**src/rtl/nzcv_flag_unit_pkg.sv**
```systemverilog
// Shared types for the NZCV flag unit: op_class codes, flag bit positions, packed flag set.
package nzcv_pkg;

    localparam logic [1:0] OP_ADD   = 2'd0;
    localparam logic [1:0] OP_SUB   = 2'd1;
    localparam logic [1:0] OP_LOGIC = 2'd2;

    localparam int FLAG_N = 3;
    localparam int FLAG_Z = 2;
    localparam int FLAG_C = 1;
    localparam int FLAG_V = 0;

    // Field order puts n at bit 3 and v at bit 0, matching msr_data {N,Z,C,V}.
    typedef struct packed {
        logic n;
        logic z;
        logic c;
        logic v;
    } nzcv_t;

endpackage

```
**src/rtl/nzcv_flag_unit_if.sv**
```systemverilog
// Execute-stage to flag-unit bus: ALU result, MSR, exception events and registered flag outputs.
interface nzcv_flag_unit_if #(
    parameter int DATA_W = 32
);
    logic              upd_valid;
    logic [1:0]        op_class;
    logic [DATA_W-1:0] operand_a;
    logic [DATA_W-1:0] operand_b;
    logic [DATA_W-1:0] result;
    logic              carry_out;
    logic              shift_carry_valid;
    logic              shift_carry;
    logic              msr_valid;
    logic [3:0]        msr_data;
    logic              exc_entry;
    logic              exc_return;
    logic              n_flag;
    logic              z_flag;
    logic              c_flag;
    logic              v_flag;
    logic              flags_updated;
    logic              stack_overflow;
    logic              stack_underflow;

    modport master (
        output upd_valid, op_class, operand_a, operand_b, result, carry_out,
               shift_carry_valid, shift_carry, msr_valid, msr_data, exc_entry, exc_return,
        input  n_flag, z_flag, c_flag, v_flag, flags_updated, stack_overflow, stack_underflow
    );

    modport slave (
        input  upd_valid, op_class, operand_a, operand_b, result, carry_out,
               shift_carry_valid, shift_carry, msr_valid, msr_data, exc_entry, exc_return,
        output n_flag, z_flag, c_flag, v_flag, flags_updated, stack_overflow, stack_underflow
    );
endinterface

```
**src/rtl/nzcv_flag_unit_flag_stack.sv**
```systemverilog
// LIFO of saved flag sets for exception entry/return; entry 0 is always the top of stack.
module flag_stack
    import nzcv_pkg::*;
#(
    parameter int DEPTH = 4
) (
    input  logic  clk,
    input  logic  rst,
    input  logic  push,
    input  logic  pop,
    input  nzcv_t push_data,
    output nzcv_t top,
    output logic  full,
    output logic  empty
);
    localparam int CW = $clog2(DEPTH + 1);

    nzcv_t         mem [DEPTH];
    logic [CW-1:0] count;

    always_ff @(posedge clk) begin
        if (rst) begin
            count <= '0;
        end else if (push) begin
            count <= count + CW'(1);
        end else if (pop) begin
            count <= count - CW'(1);
        end
    end

    // Shift-register storage keeps the top at a fixed slot, so no read pointer is needed.
    always_ff @(posedge clk) begin
        if (push) begin
            mem[0] <= push_data;
            for (int i = 1; i < DEPTH; i++) begin
                mem[i] <= mem[i-1];
            end
        end else if (pop) begin
            for (int i = 0; i < DEPTH - 1; i++) begin
                mem[i] <= mem[i+1];
            end
        end
    end

    assign top   = mem[0];
    assign full  = (count == CW'(DEPTH));
    assign empty = (count == '0);

endmodule

```
**src/rtl/nzcv_flag_unit.sv**
```systemverilog
// Architectural NZCV flag register with MSR write and optional exception save/restore stack.
// The stack is built only when NZCV_FLAG_STACK_EN is defined; otherwise exc_* are ignored.
module nzcv_flag_unit
    import nzcv_pkg::*;
#(
    parameter int DATA_W      = 32,
    parameter int STACK_DEPTH = 4
) (
    input logic               clk,
    input logic               rst,
    nzcv_flag_unit_if.slave   bus
);
    nzcv_t flags_q, flags_d, alu_flags;
    logic  flags_updated_q, pulse_d;
    logic  entry_act, return_act;
    logic  stk_push, stk_pop, stk_full, stk_empty;
    logic  ovf_set, unf_set;
    nzcv_t stk_top;
    logic  a_msb, b_msb, r_msb;

    assign a_msb = bus.operand_a[DATA_W-1];
    assign b_msb = bus.operand_b[DATA_W-1];
    assign r_msb = bus.result[DATA_W-1];

    always_comb begin
        alu_flags   = flags_q;
        alu_flags.n = r_msb;
        alu_flags.z = (bus.result == '0);
        case (bus.op_class)
            OP_ADD: begin
                alu_flags.c = bus.carry_out;
                alu_flags.v = (a_msb == b_msb) && (r_msb != a_msb);
            end
            OP_SUB: begin
                alu_flags.c = bus.carry_out;
                alu_flags.v = (a_msb != b_msb) && (r_msb != a_msb);
            end
            default: begin
                if (bus.shift_carry_valid) alu_flags.c = bus.shift_carry;
            end
        endcase
    end

`ifdef NZCV_FLAG_STACK_EN
    logic ovf_q, unf_q;

    assign entry_act  = bus.exc_entry;
    assign return_act = !bus.exc_entry && bus.exc_return;

    flag_stack #(.DEPTH(STACK_DEPTH)) u_flag_stack (
        .clk       (clk),
        .rst       (rst),
        .push      (stk_push),
        .pop       (stk_pop),
        .push_data (flags_q),
        .top       (stk_top),
        .full      (stk_full),
        .empty     (stk_empty)
    );

    always_ff @(posedge clk) begin
        if (rst) begin
            ovf_q <= 1'b0;
            unf_q <= 1'b0;
        end else begin
            if (ovf_set) ovf_q <= 1'b1;
            if (unf_set) unf_q <= 1'b1;
        end
    end

    assign bus.stack_overflow  = ovf_q;
    assign bus.stack_underflow = unf_q;
`else
    localparam int unused_depth = STACK_DEPTH;
    logic unused_stack;

    assign entry_act  = 1'b0;
    assign return_act = 1'b0;
    assign stk_full   = 1'b0;
    assign stk_empty  = 1'b1;
    assign stk_top    = '0;
    assign unused_stack = ^{stk_push, stk_pop, ovf_set, unf_set, bus.exc_entry, bus.exc_return};

    assign bus.stack_overflow  = 1'b0;
    assign bus.stack_underflow = 1'b0;
`endif

    // Priority: exc_entry > exc_return > msr_valid > upd_valid; only the winner acts.
    always_comb begin
        flags_d  = flags_q;
        pulse_d  = 1'b0;
        stk_push = 1'b0;
        stk_pop  = 1'b0;
        ovf_set  = 1'b0;
        unf_set  = 1'b0;
        if (entry_act) begin
            if (stk_full) ovf_set  = 1'b1;
            else          stk_push = 1'b1;
        end else if (return_act) begin
            if (stk_empty) begin
                unf_set = 1'b1;
            end else begin
                stk_pop = 1'b1;
                flags_d = stk_top;
                pulse_d = 1'b1;
            end
        end else if (bus.msr_valid) begin
            flags_d = nzcv_t'(bus.msr_data);
            pulse_d = 1'b1;
        end else if (bus.upd_valid) begin
            flags_d = alu_flags;
            pulse_d = (alu_flags != flags_q);
        end
    end

    always_ff @(posedge clk) begin
        if (rst) begin
            flags_q         <= '0;
            flags_updated_q <= 1'b0;
        end else begin
            flags_q         <= flags_d;
            flags_updated_q <= pulse_d;
        end
    end

    assign bus.n_flag        = flags_q[FLAG_N];
    assign bus.z_flag        = flags_q[FLAG_Z];
    assign bus.c_flag        = flags_q[FLAG_C];
    assign bus.v_flag        = flags_q[FLAG_V];
    assign bus.flags_updated = flags_updated_q;

endmodule

```
**src/flat_wrapper.sv**
```systemverilog
// flat-port wrapper written by rule: the top's interface ports become plain ports
module nzcv_flag_unit_flat import nzcv_pkg::*;
#(
    parameter int DATA_W      = 32,
    parameter int STACK_DEPTH = 4
)
  (clk, rst, bus_upd_valid, bus_op_class, bus_operand_a, bus_operand_b, bus_result, bus_carry_out, bus_shift_carry_valid, bus_shift_carry, bus_msr_valid, bus_msr_data, bus_exc_entry, bus_exc_return, bus_n_flag, bus_z_flag, bus_c_flag, bus_v_flag, bus_flags_updated, bus_stack_overflow, bus_stack_underflow);
  nzcv_flag_unit_if #(.DATA_W(DATA_W)) bus_i ();
  input logic clk;
  input logic rst;
  input wire logic [$bits(bus_i.upd_valid)-1:0] bus_upd_valid;
  input wire logic [$bits(bus_i.op_class)-1:0] bus_op_class;
  input wire logic [$bits(bus_i.operand_a)-1:0] bus_operand_a;
  input wire logic [$bits(bus_i.operand_b)-1:0] bus_operand_b;
  input wire logic [$bits(bus_i.result)-1:0] bus_result;
  input wire logic [$bits(bus_i.carry_out)-1:0] bus_carry_out;
  input wire logic [$bits(bus_i.shift_carry_valid)-1:0] bus_shift_carry_valid;
  input wire logic [$bits(bus_i.shift_carry)-1:0] bus_shift_carry;
  input wire logic [$bits(bus_i.msr_valid)-1:0] bus_msr_valid;
  input wire logic [$bits(bus_i.msr_data)-1:0] bus_msr_data;
  input wire logic [$bits(bus_i.exc_entry)-1:0] bus_exc_entry;
  input wire logic [$bits(bus_i.exc_return)-1:0] bus_exc_return;
  output wire logic [$bits(bus_i.n_flag)-1:0] bus_n_flag;
  output wire logic [$bits(bus_i.z_flag)-1:0] bus_z_flag;
  output wire logic [$bits(bus_i.c_flag)-1:0] bus_c_flag;
  output wire logic [$bits(bus_i.v_flag)-1:0] bus_v_flag;
  output wire logic [$bits(bus_i.flags_updated)-1:0] bus_flags_updated;
  output wire logic [$bits(bus_i.stack_overflow)-1:0] bus_stack_overflow;
  output wire logic [$bits(bus_i.stack_underflow)-1:0] bus_stack_underflow;
  assign bus_i.upd_valid = bus_upd_valid;
  assign bus_i.op_class = bus_op_class;
  assign bus_i.operand_a = bus_operand_a;
  assign bus_i.operand_b = bus_operand_b;
  assign bus_i.result = bus_result;
  assign bus_i.carry_out = bus_carry_out;
  assign bus_i.shift_carry_valid = bus_shift_carry_valid;
  assign bus_i.shift_carry = bus_shift_carry;
  assign bus_i.msr_valid = bus_msr_valid;
  assign bus_i.msr_data = bus_msr_data;
  assign bus_i.exc_entry = bus_exc_entry;
  assign bus_i.exc_return = bus_exc_return;
  assign bus_n_flag = bus_i.n_flag;
  assign bus_z_flag = bus_i.z_flag;
  assign bus_c_flag = bus_i.c_flag;
  assign bus_v_flag = bus_i.v_flag;
  assign bus_flags_updated = bus_i.flags_updated;
  assign bus_stack_overflow = bus_i.stack_overflow;
  assign bus_stack_underflow = bus_i.stack_underflow;
  nzcv_flag_unit #(.DATA_W(DATA_W), .STACK_DEPTH(STACK_DEPTH)) u_core (.clk(clk), .rst(rst), .bus(bus_i));
endmodule
```
**config.mk**
```make
export PLATFORM = sky130hd
export DESIGN_NAME = nzcv_flag_unit_flat
export DESIGN_NICKNAME = d
export VERILOG_FILES = /design/src/rtl/nzcv_flag_unit_pkg.sv /design/src/rtl/nzcv_flag_unit_if.sv /design/src/rtl/nzcv_flag_unit_flag_stack.sv /design/src/rtl/nzcv_flag_unit.sv /design/src/flat_wrapper.sv
export SDC_FILE = /design/constraint.sdc
export NUM_CORES = 1
export LEC_CHECK = 0
export CAP_MARGIN = 20
export CORE_ASPECT_RATIO = 1.2
export CORE_MARGIN = 4
export CORE_UTILIZATION = 16
export CTS_CLUSTER_SIZE = 40
export DETAILED_ROUTE_END_ITERATION = 8
export PLACE_DENSITY = 0.88
export RECOVER_POWER = 100
export SLEW_MARGIN = 5
export SYNTH_ARGS = -nofsm -noshare
export SYNTH_HDL_FRONTEND = slang
export SYNTH_SLANG_ARGS = --single-unit
export TNS_END_PERCENT = 100
```
**constraint.sdc**
```tcl
create_clock -name clk -period 1.4 [get_ports clk]
set_input_delay 0.14 -clock clk [delete_from_list [all_inputs] [get_ports clk]]
set_output_delay 0.14 -clock clk [all_outputs]
set_load 0.05 [all_outputs]
```
==> results of run 1 <==
## what timing repair did
item / in CTS / in global routing
hold endpoints to repair: 0 / 0
setup endpoints to repair: 0 / 1
resized for setup: 0 / 2
## metal layers
metal	routed length, um	track usage	vias up
met2	869	0.1681	48
met1	631	0.08730	286
li1	-	-	340
met4	31	0.03768	0
met3	244	0.04015	2
met5	0	0	-
## worst max-delay path by stage
stage                                  from                        to  slack [ps]  cells past startpoint
after floorplan           u_core.bus.c_flag  u_core.bus.flags_updated          60                      3
after global placement    bus_operand_b[31]  u_core.bus.flags_updated        -160                      6
after detailed placement  bus_operand_b[31]  u_core.bus.flags_updated        -230                      6
after CTS                 bus_operand_b[31]  u_core.bus.flags_updated          40                      6
after global routing        bus_op_class[0]  u_core.bus.flags_updated         0.2                      6
final                       bus_op_class[0]  u_core.bus.flags_updated          70                      6
## Yosys cell counts, types with 2 or more instances
library cell / instances
a21oi_1: 7
nor2_1: 7
dfxtp_1: 5
nor2b_1: 4
nor4_1: 4
nor4_2: 4
a211oi_1: 2
buf_4: 2
clkbuf_1: 2
mux2i_1: 2
nand2_1: 2
nand2b_1: 2
nand4_1: 2
o22ai_1: 2
xor2_1: 2
## flip-flops by register name, indices dropped and copies added (netlist names)
name	flops
u_core.bus.flags_updated	1
u_core.bus.c_flag	1
u_core.bus.z_flag	1
u_core.bus.v_flag	1
u_core.bus.n_flag	1
## cell families after synthesis
logic type / Yosys count / synth area share
AND/OR/NAND/NOR: 29 / 0.4016
other: 1 / 0.007971
flip-flops: 5 / 0.2128
AO/OA/AOI/OAI: 15 / 0.2314
XOR/XNOR: 3 / 0.05586
multiplexers: 2 / 0.04255
buffers and inverters: 4 / 0.04787
## final cells by class
type	count	share of cell area
Tap cell	34	0.03886
Sequential cell	5	0.09143
Clock buffer	3	0.02057
Clock inverter	1	0.004571
Timing Repair Buffer	58	0.5109
Multi-Input combinational cell	51	0.3337
## metrics by stage
step,setup WS [ps],instances,setup TNS [ps]
after global routing,0.1847,152,0
after CTS,38.22,152,0
final,68.45,152,0
after floorplan,62.61,60,0
after detailed placement,-229.6,148,-483.4
after global placement,-159.8,148,-242.6
## tightest hold or removal path: stages
cell,delay (ps)
clkdlybuf4s50_1,450
a21oi_1,60
nor2_1,70
## power breakdown
| part | total [mW] | leakage [nW] | switching [mW] | internal (mW) |
|---|---|---|---|---|
| registers | 0.161 | 0.0415 | 0.00829 | 0.153 |
| logic | 0.295 | 0.373 | 0.123 | 0.173 |
| clock network | 0.168 | 0.0177 | 0.0641 | 0.104 |
==> results.rst, run 1 <==
.. list-table::
   :header-rows: 1

   * - Metric
     - Value
   * - Element type at the critical path start
     - input port
   * - Register-to-register setup slack
     - 310 ps
   * - Number of flip-flops and latches in the synthesized netlist
     - 5
   * - Yosys top cell area share
     - 0.2128
   * - GPL Wtd Cong
     - 0.6962
   * - Leading cell type in the layout, fill and taps excluded
     - clkdlybuf4s50_1
   * - Unrepaired setup endpoints after global routing
     - false
   * - Critical Path, Cell by Cell
     - clkdlybuf4s50_1 -> xor2_2 -> mux2i_1 -> and3b_1 -> a21oi_1 -> a311oi_2
   * - Clock network latency to the later pin of the worst-skew pair
     - 250 ps
   * - Drt first-iter violations
     - 2
   * - Antenna violations before repair
     - 0
   * - Worst path buffer plus inverter count
     - 1
   * - Number of cells on the worst reg-to-reg path
     - 3
   * - Die area
     - 3876 sq um
   * - CTS sink count
     - 5
   * - Buffer levels on the longest clock path
     - 2
   * - Top_reg_cell synth
     - dfxtp_1
   * - Post-synth EDFFs
     - 0
   * - Total power consumption of the routed design
     - 624.0 uW
   * - Vias in the first global route
     - 741
   * - Hold Path Class
     - in -> reg
   * - Placed wire-length estimate
     - 1631 um
   * - Number of standard cells after synthesis
     - 59
   * - Filler Cells Inserted
     - 286
   * - Commonest cells after routing, fill and taps aside
     - clkdlybuf4s50_1, a21oi_1, nor2_1, buf_4
   * - DRC Markers
     - 0
   * - Detailed-route via count
     - 676
   * - Core Region
     - 2811 sq um
   * - Clock tree root buffer cell
     - clkbuf_4
   * - Post-route ant nets
     - 0
   * - Final routed wire length divided by cell count
     - 11.68 um
   * - Hold endpoint
     - u_core.bus.n_flag
   * - Number of hold-slack violations in the final timing report
     - 0
   * - Fraction of layout instances using a drive strength above 1
     - 0.1780
   * - Share of synthesized area occupied by flip-flops and latches
     - 0.2128
   * - Diode count
     - 0
   * - Final number of max-transition violations
     - 0
   * - PD cells
     - 570.0 nW/um^2
   * - Max capacitance violation total
     - 0
   * - Tightest slew margin relative to the limit
     - 0.5606
   * - Number of endpoints failing setup at the final stage
     - 0
   * - Number of top-level pins
     - 118
   * - CTS clk-pin slew, worst paths
     - 50 ps
   * - Arrival time of data at the critical path endpoint
     - 1490 ps
   * - Average footprint of a synthesized cell
     - 7.974 sq um
   * - Fin util
     - 0.3894
   * - Worst-path maximum fanout
     - 2
   * - Layout overhead on the synthesized area
     - 132.7%
   * - Placement Cell Area
     - 1095 sq um
   * - Area used by sequential logic in the layout
     - 100.1 sq um
   * - Global-route total usage across every layer
     - 0.09098
   * - Height of the chip
     - 67.40 um
   * - Tmin final
     - 1332 ps
   * - WS Path Type
     - in -> reg
   * - Upper clock frequency limit
     - 751.0 MHz
   * - Family with the most delay on the worst path
     - buffers and inverters
   * - CTS HTree Levels
     - 1
   * - Capture point of the worst reg-to-reg path
     - u_core.bus.flags_updated
   * - Average vias per placed instance
     - 4.447
   * - Final Instance Area
     - 1095 sq um
   * - Critical path required time
     - 1560 ps
   * - Cell area after synthesis
     - 470.5 sq um
   * - Maximum VDD drop
     - 0.4009 mV
   * - Transition time at the pin with the least slew margin
     - 662.0 ps
   * - Final period utilization
     - 0.9511
   * - Global-route wire length before repair
     - 2732 um
   * - Cell taking the most area after synthesis
     - dfxtp_1
   * - Buffers added on ports
     - 51
   * - Run status
     - complete, no violations
   * - Worst r2r src
     - u_core.bus.c_flag
   * - Instance count along the most critical hold path
     - 3
   * - Syn. warnings
     - 0
   * - Nets
     - 230
   * - Number of iterations in the first detailed-routing pass
     - 4
   * - Async S/R FF share, synth
     - 0
   * - Die extent in x
     - 57.50 um
   * - Leakage power figure
     - 0.4321 nW
   * - Worst slack on hold paths
     - 508.6 ps
   * - Clock tree from TritonCTS
     - built
   * - Top area cells in the synthesized netlist
     - dfxtp_1, nor4_2, a21oi_1
   * - Largest net degree at the start of global routing
     - 12
   * - Clock skew after layout
     - 9.535 ps
   * - Routed wire length
     - 1776 um
   * - Initial core utilization
     - 0.1673
   * - Number of standard-cell rows in the floorplan
     - 21
   * - Area of the multi-input gates
     - 365.4 sq um
   * - Post-CTS Hold Buffers
     - 0
   * - Count of cell types in the netlist
     - 25
   * - Critical path endpoint category
     - register
   * - Stage delay of the slowest cell on the critical path
     - 500 ps
   * - Remaining Overflow, GRT
     - 0
   * - Post-CTS setup repair buffer count
     - 0
   * - Cts bufs inserted
     - 3
   * - Origin of the worst min-delay path
     - bus_msr_data[3]
   * - Critical path's slowest cell
     - clkdlybuf4s50_1
Note: power is estimated with default switching activity, not from simulation.
==> run 2: changes to the inputs <==
==> constraint.sdc (replaced) <==
create_clock -name clk -period 1.4 [get_ports clk]
set_input_delay 0.28 -clock clk [delete_from_list [all_inputs] [get_ports clk]]
set_output_delay 0.28 -clock clk [all_outputs]
set_load 0.05 [all_outputs]
==> results.rst, run 2 (synthesis results as in run 1) <==
.. list-table::
   :header-rows: 1

   * - Metric
     - Value
   * - Run status
     - complete, no violations (unchanged)
   * - Buffers added on ports
     - 51 (unchanged)
   * - Critical path endpoint category
     - register (unchanged)
   * - Buffer levels on the longest clock path
     - 2 (unchanged)
   * - Cell internal power dissipation
     - 413.8 uW (was 428.9 uW)
   * - Leakage power figure
     - 0.6150 nW (was 0.4321 nW)
   * - Proportion of total power due to net switching
     - 0.3384 (was 0.3127)
   * - Clock tree from TritonCTS
     - built (unchanged)
   * - Critical path required time
     - 1570 ps (was 1560 ps)
   * - Filler Cells Inserted
     - 269 (was 286)
   * - GPL Wtd Cong
     - 0.7007 (was 0.6962)
   * - Worst slack on hold paths
     - 511.0 ps (was 508.6 ps)
   * - Final routed wire length divided by cell count
     - 13.51 um (was 11.68 um)
   * - Arrival time of data at the critical path endpoint
     - 1550 ps (was 1490 ps)
   * - Number of iterations in the first detailed-routing pass
     - 4 (unchanged)
   * - CTS HTree Levels
     - 1 (unchanged)
   * - Commonest cells after routing, fill and taps aside
     - dlymetal6s2s_1, dlygate4sd2_1, clkdlybuf4s50_1 (was clkdlybuf4s50_1, a21oi_1, nor2_1, buf_4)
   * - Drt first-iter violations
     - 5 (was 2)
   * - DRC Markers
     - 0 (unchanged)
   * - Global-route wire length before repair
     - 2856 um (was 2732 um)
   * - Total negative slack for setup checks
     - 0 ps (unchanged)
   * - Clock network latency to the later pin of the worst-skew pair
     - 250 ps (about the same)
   * - Max capacitance violation total
     - 0 (unchanged)
   * - Clock tree root buffer cell
     - clkbuf_4 (unchanged)
   * - Die extent in x
     - 57.50 um (unchanged)
   * - Area used by sequential logic in the layout
     - 100.1 sq um (unchanged)
   * - Die area
     - 3876 sq um (unchanged)
   * - Remaining Overflow, GRT
     - 0 (unchanged)
   * - Height of the chip
     - 67.40 um (unchanged)
   * - Core Region
     - 2811 sq um (unchanged)
   * - Largest net degree at the start of global routing
     - 12 (unchanged)
   * - Final period utilization
     - 0.9854 (was 0.9511)
   * - Fraction of layout instances using a drive strength above 1
     - 0.2417 (was 0.1780)
   * - Total power consumption of the routed design
     - 625.5 uW (was 624.0 uW)
   * - CTS sink count
     - 5 (unchanged)
   * - Final non-filler cell total
     - 154 (was 152)
   * - Leading cell type in the layout, fill and taps excluded
     - dlymetal6s2s_1 (was clkdlybuf4s50_1)
   * - Register-to-register setup slack
     - 290 ps (was 310 ps)
   * - Fin util
     - 0.4081 (was 0.3894)
   * - PD cells
     - 545.1 nW/um^2 (was 570.0 nW/um^2)
   * - Antenna violations before repair
     - 0 (unchanged)
   * - Worst-path maximum fanout
     - 2 (unchanged)
   * - Combinational group share of total power
     - 0.450 (was 0.473)
   * - CTS clk-pin slew, worst paths
     - 50 ps (about the same)
   * - Number of standard-cell rows in the floorplan
     - 21 (unchanged)
   * - Proportion of power drawn by flip-flops and latches
     - 0.260 (was 0.258)
   * - Initial core utilization
     - 0.1673 (unchanged)
   * - Maximum VDD drop
     - 0.3228 mV (was 0.4009 mV)
   * - Placed wire-length estimate
     - 1661 um (was 1631 um)
   * - Tmin final
     - 1380 ps (was 1332 ps)
   * - Number of top-level pins
     - 118 (unchanged)
   * - Average vias per placed instance
     - 4.805 (was 4.447)
   * - Post-route ant nets
     - 0 (unchanged)
   * - Number of hold-slack violations in the final timing report
     - 0 (unchanged)
   * - Number of endpoints failing setup at the final stage
     - 0 (unchanged)
   * - Diode count
     - 0 (unchanged)
   * - Routed wire length
     - 2081 um (was 1776 um)
   * - Clock skew after layout
     - 4.400 ps (was 9.535 ps)
   * - Net switching power
     - 211.6 uW (was 195.1 uW)
   * - Cts bufs inserted
     - 3 (unchanged)
   * - Upper clock frequency limit
     - 724.9 MHz (was 751.0 MHz)
   * - Clk pwr share
     - 0.289 (was 0.269)
   * - Area of the multi-input gates
     - 389.1 sq um (was 365.4 sq um)
   * - WS Path Type
     - in -> reg (unchanged)
   * - Post-CTS Hold Buffers
     - 0 (unchanged)
   * - Count of placed standard cells including taps
     - 149 (was 148)
   * - Layout overhead on the synthesized area
     - 143.9% (was 132.7%)
   * - Hold Path Class
     - in -> reg (unchanged)
   * - Vias in the first global route
     - 777 (was 741)
   * - Element type at the critical path start
     - input port (unchanged)
   * - Detailed-route via count
     - 740 (was 676)
   * - Global-route total usage across every layer
     - 0.09857 (was 0.09098)
   * - Nets
     - 232 (was 230)
   * - Final number of max-transition violations
     - 0 (unchanged)
==> run 2: critical path: stages <==
cell,delay [ps]
clkdlybuf4s50_1,420
nor4_2,170
nand4_1,150
nor2_2,180
xnor2_2,80
a311oi_2,270
==> run 2: power by group through the flow <==
stage / clock, mW / sequential [mW] / combinational [mW]
after floorplan: 0 / 0.197 / 0.0794
after global placement: 0 / 0.170 / 0.313
after detailed placement: 0 / 0.170 / 0.320
after CTS: 0.192 / 0.168 / 0.316
after global routing: 0.199 / 0.164 / 0.300
final: 0.181 / 0.163 / 0.282
==> run 2: path summary, 6_finish.rpt <==
check | start | end | cells after the start
worst max register to register | u_core.bus.c_flag | u_core.bus.flags_updated | 3
worst min-delay path | bus_result[13] | u_core.bus.z_flag | 6
worst min register to register | u_core.bus.z_flag | u_core.bus.flags_updated | 2
worst max-delay path | bus_result[8] | u_core.bus.flags_updated | 6
==> run 2: per-stage QoR <==
stage	setup slack, ps	instance area, sq um
after floorplan	62.61	474.2
after global placement	-303.5	1115
after detailed placement	-363.7	1115
after CTS	3.121	1147
after global routing	-54.78	1147
final	20.44	1147
==> run 2: final cells by class <==
type                       instances  share of cell area
timing repair buffer              60              0.5136
multi-input combinational         51              0.3391
clock buffer                       4             0.02290
sequential                         5             0.08724
tap                               34             0.03708
==> run 2: repair_timing <==
item,in CTS,in global routing
setup buffers,1,0
resized for setup,14,26
endpoints found under the setup margin,1,2
pin swaps,14,14
==> run 2: layer usage <==
layer | up-vias | routed length (um) | share of wire | track usage
met2 | 59 | 1023 | 0.49 | 0.1808
met4 | 0 | 57 | 0.027 | 0.07826
li1 | 342 | - | - | -
met5 | - | 0 | 0 | 0
met3 | 8 | 270 | 0.13 | 0.04971
met1 | 331 | 730 | 0.35 | 0.07727
